### src/rtl/lfsr_rng_arbiter.sv
// lfsr_rng_arbiter
//   Shares one 4-bit maximal-length Fibonacci LFSR (x^4+x^3+1, period 15)
//   between NUM_REQ requesters. Round-robin arbitration hands out one
//   pseudo-random nibble per grant. A runtime seed load overrides the
//   generator state. An all-zero seed is replaced by SEED.
//
//   Optional build macro: LFSR_ARB_FREE_RUN_EN
//     defined   : the LFSR steps on every edge not taken by reset or seed load.
//     undefined : the LFSR steps only when a grant cycle ends.
//
// Ports
//   clk          clock
//   reset        asynchronous, active-high reset
//   req_i        per-requester request, held until granted
//   seed_i       runtime seed value
//   seed_load_i  one-cycle strobe that loads seed_i (or SEED if seed_i==0)
//   gnt_o        one-hot grant, one-cycle pulse
//   gnt_id_o     index of the granted requester (valid with rnd_vld_o)
//   rnd_o        random nibble delivered with the grant; held between grants
//   rnd_vld_o    high in the grant cycle
//   busy_o       high while the FSM is in GNT
//
// FSM states
//   state | meaning
//   IDLE  | waiting for a request; a seed load in this cycle blocks the grant
//   GNT   | grant outputs asserted for one cycle; always returns to IDLE

module lfsr_rng_arbiter #(
  parameter int         NUM_REQ = 4,
  parameter logic [3:0] SEED    = 4'hE
) (
  input  logic               clk,
  input  logic               reset,
  input  logic [NUM_REQ-1:0] req_i,
  input  logic [3:0]         seed_i,
  input  logic               seed_load_i,
  output logic [NUM_REQ-1:0] gnt_o,
  output logic [2:0]         gnt_id_o,
  output logic [3:0]         rnd_o,
  output logic               rnd_vld_o,
  output logic               busy_o
);

  typedef enum logic {
    IDLE = 1'b0,
    GNT  = 1'b1
  } state_t;

  state_t     state;
  logic [3:0] q;
  logic [3:0] q_next;
  logic [3:0] q_seed;
  logic [2:0] ptr;
  logic [2:0] ptr_next;
  logic [2:0] win;
  logic [2:0] win_hi;
  logic [2:0] win_lo;
  logic       found_hi;
  logic       any_req;

  assign q_next  = {q[2:0], q[3] ^ q[2]};
  assign q_seed  = (seed_i == 4'h0) ? SEED : seed_i;
  assign any_req = |req_i;

  // Round-robin pick: lowest set request at or above ptr wins; if none is
  // there, wrap around and take the lowest set request below ptr. Scanning
  // downward lets the last hit in each half be the lowest index.
  always_comb begin
    found_hi = 1'b0;
    win_hi   = 3'd0;
    win_lo   = 3'd0;
    for (int j = NUM_REQ - 1; j >= 0; j--) begin
      if (req_i[j]) begin
        if (j >= int'(ptr)) begin
          found_hi = 1'b1;
          win_hi   = 3'(j);
        end else begin
          win_lo = 3'(j);
        end
      end
    end
    win = found_hi ? win_hi : win_lo;
  end

  assign ptr_next = (win == 3'(NUM_REQ - 1)) ? 3'd0 : win + 3'd1;

  always_ff @(posedge clk or posedge reset) begin
    if (reset) begin
      state     <= IDLE;
      q         <= SEED;
      ptr       <= 3'd0;
      gnt_o     <= '0;
      gnt_id_o  <= 3'd0;
      rnd_o     <= 4'h0;
      rnd_vld_o <= 1'b0;
      busy_o    <= 1'b0;
    end else begin
      // Seed load wins over any stepping of the generator.
      if (seed_load_i) begin
        q <= q_seed;
      end else begin
`ifdef LFSR_ARB_FREE_RUN_EN
        q <= q_next;
`else
        if (state == GNT) begin
          q <= q_next;
        end
`endif
      end

      case (state)
        IDLE: begin
          if (any_req && !seed_load_i) begin
            state     <= GNT;
            gnt_o     <= NUM_REQ'(1) << win;
            gnt_id_o  <= win;
            rnd_o     <= q;
            rnd_vld_o <= 1'b1;
            busy_o    <= 1'b1;
            ptr       <= ptr_next;
          end
        end
        GNT: begin
          state     <= IDLE;
          gnt_o     <= '0;
          rnd_vld_o <= 1'b0;
          busy_o    <= 1'b0;
        end
        default: begin
          state     <= IDLE;
          gnt_o     <= '0;
          rnd_vld_o <= 1'b0;
          busy_o    <= 1'b0;
        end
      endcase
    end
  end

endmodule

### config.mk
export PLATFORM = sky130hd
export DESIGN_NAME = lfsr_rng_arbiter
export DESIGN_NICKNAME = d
export VERILOG_FILES = /design/src/rtl/lfsr_rng_arbiter.sv
export SDC_FILE = /design/constraint.sdc
export NUM_CORES = 1
export LEC_CHECK = 0
export BUFFER_PORTS_ARGS = -buffer_cell sky130_fd_sc_hd__buf_4
export CAP_MARGIN = 20
export CELL_PAD_IN_SITES_DETAIL_PLACEMENT = 1
export CELL_PAD_IN_SITES_GLOBAL_PLACEMENT = 2
export CORE_UTILIZATION = 34
export CTS_BUF_LIST = sky130_fd_sc_hd__clkbuf_16
export CTS_CLUSTER_DIAMETER = 150
export DETAILED_ROUTE_END_ITERATION = 12
export PLACE_DENSITY_LB_ADDON = 0.1
export SLEW_MARGIN = 10
export SYNTH_ARGS = -nofsm -noshare
export SYNTH_HDL_FRONTEND = slang
export SYNTH_SLANG_ARGS = --single-unit
### constraint.sdc
create_clock -name clk -period 4.45 [get_ports clk]
set_clock_uncertainty 0.2 [all_clocks]
set_input_delay 1.1125 -clock clk [delete_from_list [all_inputs] [get_ports clk]]
set_output_delay 1.1125 -clock clk [all_outputs]
set_load 0.02 [all_outputs]
=== Yosys cells after proc, flatten, opt, wreduce, memory -nomap -nowiden ===
Cells that the tools add are included.

* Register bits: 20
* Bits in latches: 0
* Bits in writable memories: 0
* ROM bits: 0
* Input port bits: 11
* Output and inout port bits: 13
* Logic and storage cells: 58
* Memories kept: 0

* Add/subtract/negate cells: 1
* Multiply operators: 0
* Divide/modulo/power cells: 0
* Order comparisons: 4
* Eq/ne operators: 2
* Shifts and indexed selects: 1
* Muxes and demuxes: 35
* Bitwise gates (word level): 2
* Reductions and logical operators: 6

{| class="wikitable"
|+ Operators with widths
! operator !! number
|-
| 2-to-1 mux 3 bit || 15
|-
| 2-to-1 mux 4 bit || 4
|-
| 2-to-1 mux 1 bit || 10
|-
| case mux 4 bit (2 select lines) || 1
|-
| >= comparator 1 x 3 -> 1 bit (first input constant) || 2
|-
| >= comparator 2 x 3 -> 1 bit (first input constant) || 2
|-
| 2-to-1 mux 2 bit || 3
|-
| zero test 4 bit || 1
|-
| case mux 1 bit (2 select lines) || 2
|-
| OR reduction 4 bit || 1
|-
| left shift 1 x 3 -> 4 bit (first input constant) || 1
|-
| adder 3 x 1 -> 3 bit (second input constant) || 1
|-
| equality test 3 x 2 -> 1 bit (second input constant) || 1
|-
| inequality test 2 bit (second input constant) || 1
|-
| AND reduction 2 bit || 1
|-
| nonzero test 2 bit || 1
|-
| logical AND 1 bit || 1
|-
| zero test 1 bit || 1
|-
| NOT 1 bit || 1
|-
| XOR 1 bit || 1
|}

=== Logic depth before layout (Yosys ltp) ===
* Word-level depth: 13
* Depth in mapped cells: 5
* Mapped depth without buffers: 5

=== Worst setup path before layout ===
OpenSTA, ideal clock, no wires.

* Path kind: input port to flip-flop
* From: input req_i[2]
* To: register ptr[1]
* Setup time: 0.125 ns
* Data arrival time: 2.183 ns
* Required time: 4.125 ns
* Slack: 1.942 ns
* Stages on the path: 5
* Path buffers: 0
* Cells stage by stage: nor2b_1 > a221oi_1 > nor2_1 > ha_1 > mux2_4

* Word-level cells in the longest chain between the ends: 8
* Elaborated cells on any way between the ends: 22
* Classes of those cells: add/sub (1); eq/ne (1); mux (17); reduce/logical (3)

{| class="wikitable"
|+ Ends and longest elaborated chain
! what !! RTL line !! source
|-
| start: declaration || 34 || <nowiki>input logic [NUM_REQ-1:0] req_i,</nowiki>
|-
| 2-to-1 mux 3 bit / 2-to-1 mux 1 bit (equally long branches) || 73 || <nowiki>if (req_i[j]) begin</nowiki>
|-
| 2-to-1 mux 3 bit / 2-to-1 mux 1 bit (equally long branches) || 74 || <nowiki>if (j >= int'(ptr)) begin</nowiki>
|-
| 2-to-1 mux 3 bit / 2-to-1 mux 1 bit (equally long branches) || 73 ||
|-
| 2-to-1 mux 3 bit / 2-to-1 mux 1 bit (equally long branches) || 74 ||
|-
| 2-to-1 mux 3 bit / 2-to-1 mux 1 bit (equally long branches) || 73 ||
|-
| 2-to-1 mux 3 bit (*) || 82 || <nowiki>win = found_hi ? win_hi : win_lo;</nowiki>
|-
| named net win[1] || 55 || <nowiki>logic [2:0] win;</nowiki>
|-
| adder 3 x 1 -> 3 bit / equality test 3 x 2 -> 1 bit (equally long branches) || 85 || <nowiki>assign ptr_next = (win == 3'(NUM_REQ - 1)) ? 3'd0 : win + 3'd1;</nowiki>
|-
| 2-to-1 mux 3 bit (*) || 85 ||
|-
| named net ptr_next[1] || 54 || <nowiki>logic [2:0] ptr_next;</nowiki>
|-
| end signal: assignment || 120 || <nowiki>ptr <= ptr_next;</nowiki>
|-
| end: declaration || 53 || <nowiki>logic [2:0] ptr;</nowiki>
|}

The timed path passes the listed nets; every way through them passes the cells marked *.
A chain may end at the register's enable or synchronous reset.

=== Final worst setup path ===
Same ends and word-level chain as after synthesis.

==> results.yml <==
timing:
  setup_tns_ps: 0
  grt_setup_unrepaired: "false"
  maxSlewHeadroom: 0.529
  timing.hold.ws_ps: 307
  tightest_slew_ps: 705
  fmax_mhz: 389
  finalCriticalPeriod_ps: 2570
  finalMaxSlewViolations: 0
  setup_viol: 0
  finalCritPeriodShare: 0.578
  finalHoldViolCount: 0
detailed_routing:
  wire_per_inst_um: 15.2
  first_pass_iters: 4
  routed_wl_mm: 2.02
  drc_errors: 0
  vias: 680
  viasPerCell: 5.11
  drtIter0Drc: 4
  ant_nets: 0
finish:
  final_nets: 119
  area_delta_synth_final_pct: 27.7
  layout-drive-gt1-share: 0.417
  n_antenna_cell: 0
  mostFrequentLayoutCells: "buf_4, dfrtp_1, inv_1"
  final_common_cell: "buf_4"
global_route:
  grt_pass1_vias: 728
  grtUsageMet1: 0.236
  grt-ovfl-total: 0
  grtUsageMet3: 0.0339
  globalRouteTotalUtil: 0.172
  use_met2: 0.259
  grt_pass1_wl_mm: 3.46
  grt_max_degree: 19
  antenna_found_initial: 0
  busiest_layer: "met2"
die:
  die_w_um: 54.0
  chipHeight_um: 54.0
  coreArea_sq_um: 2520
  start_util: 0.365
  dieArea_sq_um: 2920
  ios: 24
  rows: 18
power_and_ir_drop:
  sw_frac_of_total: 0.312
  internal_power_mw: 0.410
  p_seq_frac: 0.391
  ir_worst_vdd_uv: 256
  finalPower_mw: 0.595
  power_switching_mw: 0.186
  clkPwrFrac: 0.303
  p_leak_nw: 0.573
  power.density_nw_per_um2: 506
  comb_power_share: 0.307
setup_path:
  cp-start-kind: "input port"
  crit_required_ps: 4380
  path_class: "in2reg"
  worstSetupEndpointType: "register"
  path_max_fanout: 5
  cp.arrival_ps: 2500
synth:
  syn-cell-area_sq_um: 921
  synthXorXnorAreaFrac: 0.00951
  synth-adder-area-share: 0.0543
  synth.area.mux_share: 0.120
  yosys.area_share.simple: 0.0870
  synth.distinct_cells: 31
  ys_ff_latch: 18
  synth_nets: 95
  yosys_warnings: 0
  synth_compound_area_frac: 0.175
  yosysSeqAreaShare: 0.493
  synthCells: 80
  synth_top_family_by_area: "compound AO/OA/AOI/OAI gates"
  avgSynthCellArea_sq_um: 11.5
hold_path:
  min_path_type: "reg2reg"
placed_design:
  gp_congestion: 0.702
  hpwl_mm: 1.52
  io_buffers: 22
clocking:
  cts_buffers: 3
  cts_resized: 0
  cts.path.max_buffers: 2
  insertion_delay_ps: 250
  ctsHoldBuffers: 0
  cts_tree: "yes"
  cts_setup_buffers: 0
  cts.htree.levels: 1
  clk_pin_slew_ps: 50
  cts.sinks: 18
  root_buffer: "clkbuf_16"
flow_run:
  maxCapViolations: 0
run_status:
  outcome: "finished clean"
==> cells in the mapped netlist <==
master     number  area share
mux2i_1         5       0.054
nand2_1         2      0.0082
or2_2           2       0.014
o211a_1         1       0.011
inv_1           6       0.024
a21oi_1         5       0.027
or4_4           1       0.012
buf_6           1       0.012
o31ai_1         1      0.0082
mux2_4          1       0.016
dfrtp_1        15        0.41
a21boi_0        1      0.0082
ha_1            4       0.054
dfstp_2         3       0.086
nor4_1          1      0.0068
o41ai_1         1      0.0095
o21a_1          1      0.0082
xor2_1          1      0.0095
nor2b_1         1      0.0068
nand2b_1        1      0.0068
nor2_1          5       0.020
nand2_4         1       0.012
mux2_2          4       0.049
a22oi_1         1      0.0082
inv_2           1      0.0041
conb_1          1      0.0041
a22o_2          5       0.054
a221oi_1        1      0.0095
a2bb2oi_1       1      0.0095
o21ai_0         4       0.022
buf_4           2       0.016
==> through the flow <==
stage / setup slack [ps] / utilization / cells / area, sq um
after CTS: 1890 / 0.466 / 133 / 1180
after floorplan: 1940 / - / 80 / 921
after global routing: 1770 / 0.466 / 133 / 1180
after detailed placement: 1630 / 0.435 / 129 / 1100
after global placement: 1630 / 0.435 / 129 / 1100
final: 1880 / 0.466 / 133 / 1180
==> per-layer routing <==
| layer | vias up | part of all wire |
|---|---|---|
| met5 | - | 0 |
| met4 | 0 | 0.0064 |
| met3 | 2 | 0.036 |
| met2 | 19 | 0.45 |
| met1 | 329 | 0.51 |
| li1 | 330 | - |
==> power by group through the flow <==
| stage | logic, mW | registers (mW) | clock network [mW] |
|---|---|---|---|
| floorplan | 0.0944 | 0.254 | 0 |
| global placement | 0.181 | 0.234 | 0 |
| detailed placement | 0.185 | 0.234 | 0 |
| CTS | 0.185 | 0.232 | 0.187 |
| global route | 0.204 | 0.238 | 0.195 |
| finish | 0.183 | 0.232 | 0.180 |
==> worst paths after layout <==
kind	from	to	slack, ps	depth (start not counted)
min in group asynchronous	reset	busy_o	780	2
hold / removal	gnt_o[0]	gnt_o[0]	310	1
max in group asynchronous	reset	ptr[1]	2820	2
setup reg to reg	ptr[1]	ptr[1]	2460	5
hold reg to reg	gnt_o[0]	gnt_o[0]	310	1
setup / recovery	req_i[2]	ptr[1]	1880	6
==> cell type report <==
class	count	area, sq um
multi-input combinational	52	414
tap	30	37.5
inverter	7	26.3
timing repair buffer	22	165
fill	293	1350
clock buffer	3	75.1
sequential	18	454
clock inverter	1	3.75
==> flip-flops by register name (all words and copies together) (netlist names) <==
| signal | count |
|---|---|
| busy_o | 1 |
| gnt_id_o | 2 |
| gnt_o | 4 |
| ptr | 2 |
| q | 4 |
| rnd_o | 4 |
| state | 1 |
==> kinds of logic after synthesis <==
group / Yosys count
xor gates and xnor gates: 1
adders and majority gates: 4
buffers and inverters: 10
DFF: 18
other: 1
and+or+nand+nor: 14
muxes: 10
AOI/OAI and AO/OA: 22
==> critical path, stage by stage <==
cell and delay, ps:
buf_4 130, nor2b_1 140, a221oi_1 430, nor2_1 150, ha_1 290, mux2_4 250
No activity file was read; power rests on OpenSTA's default activity.
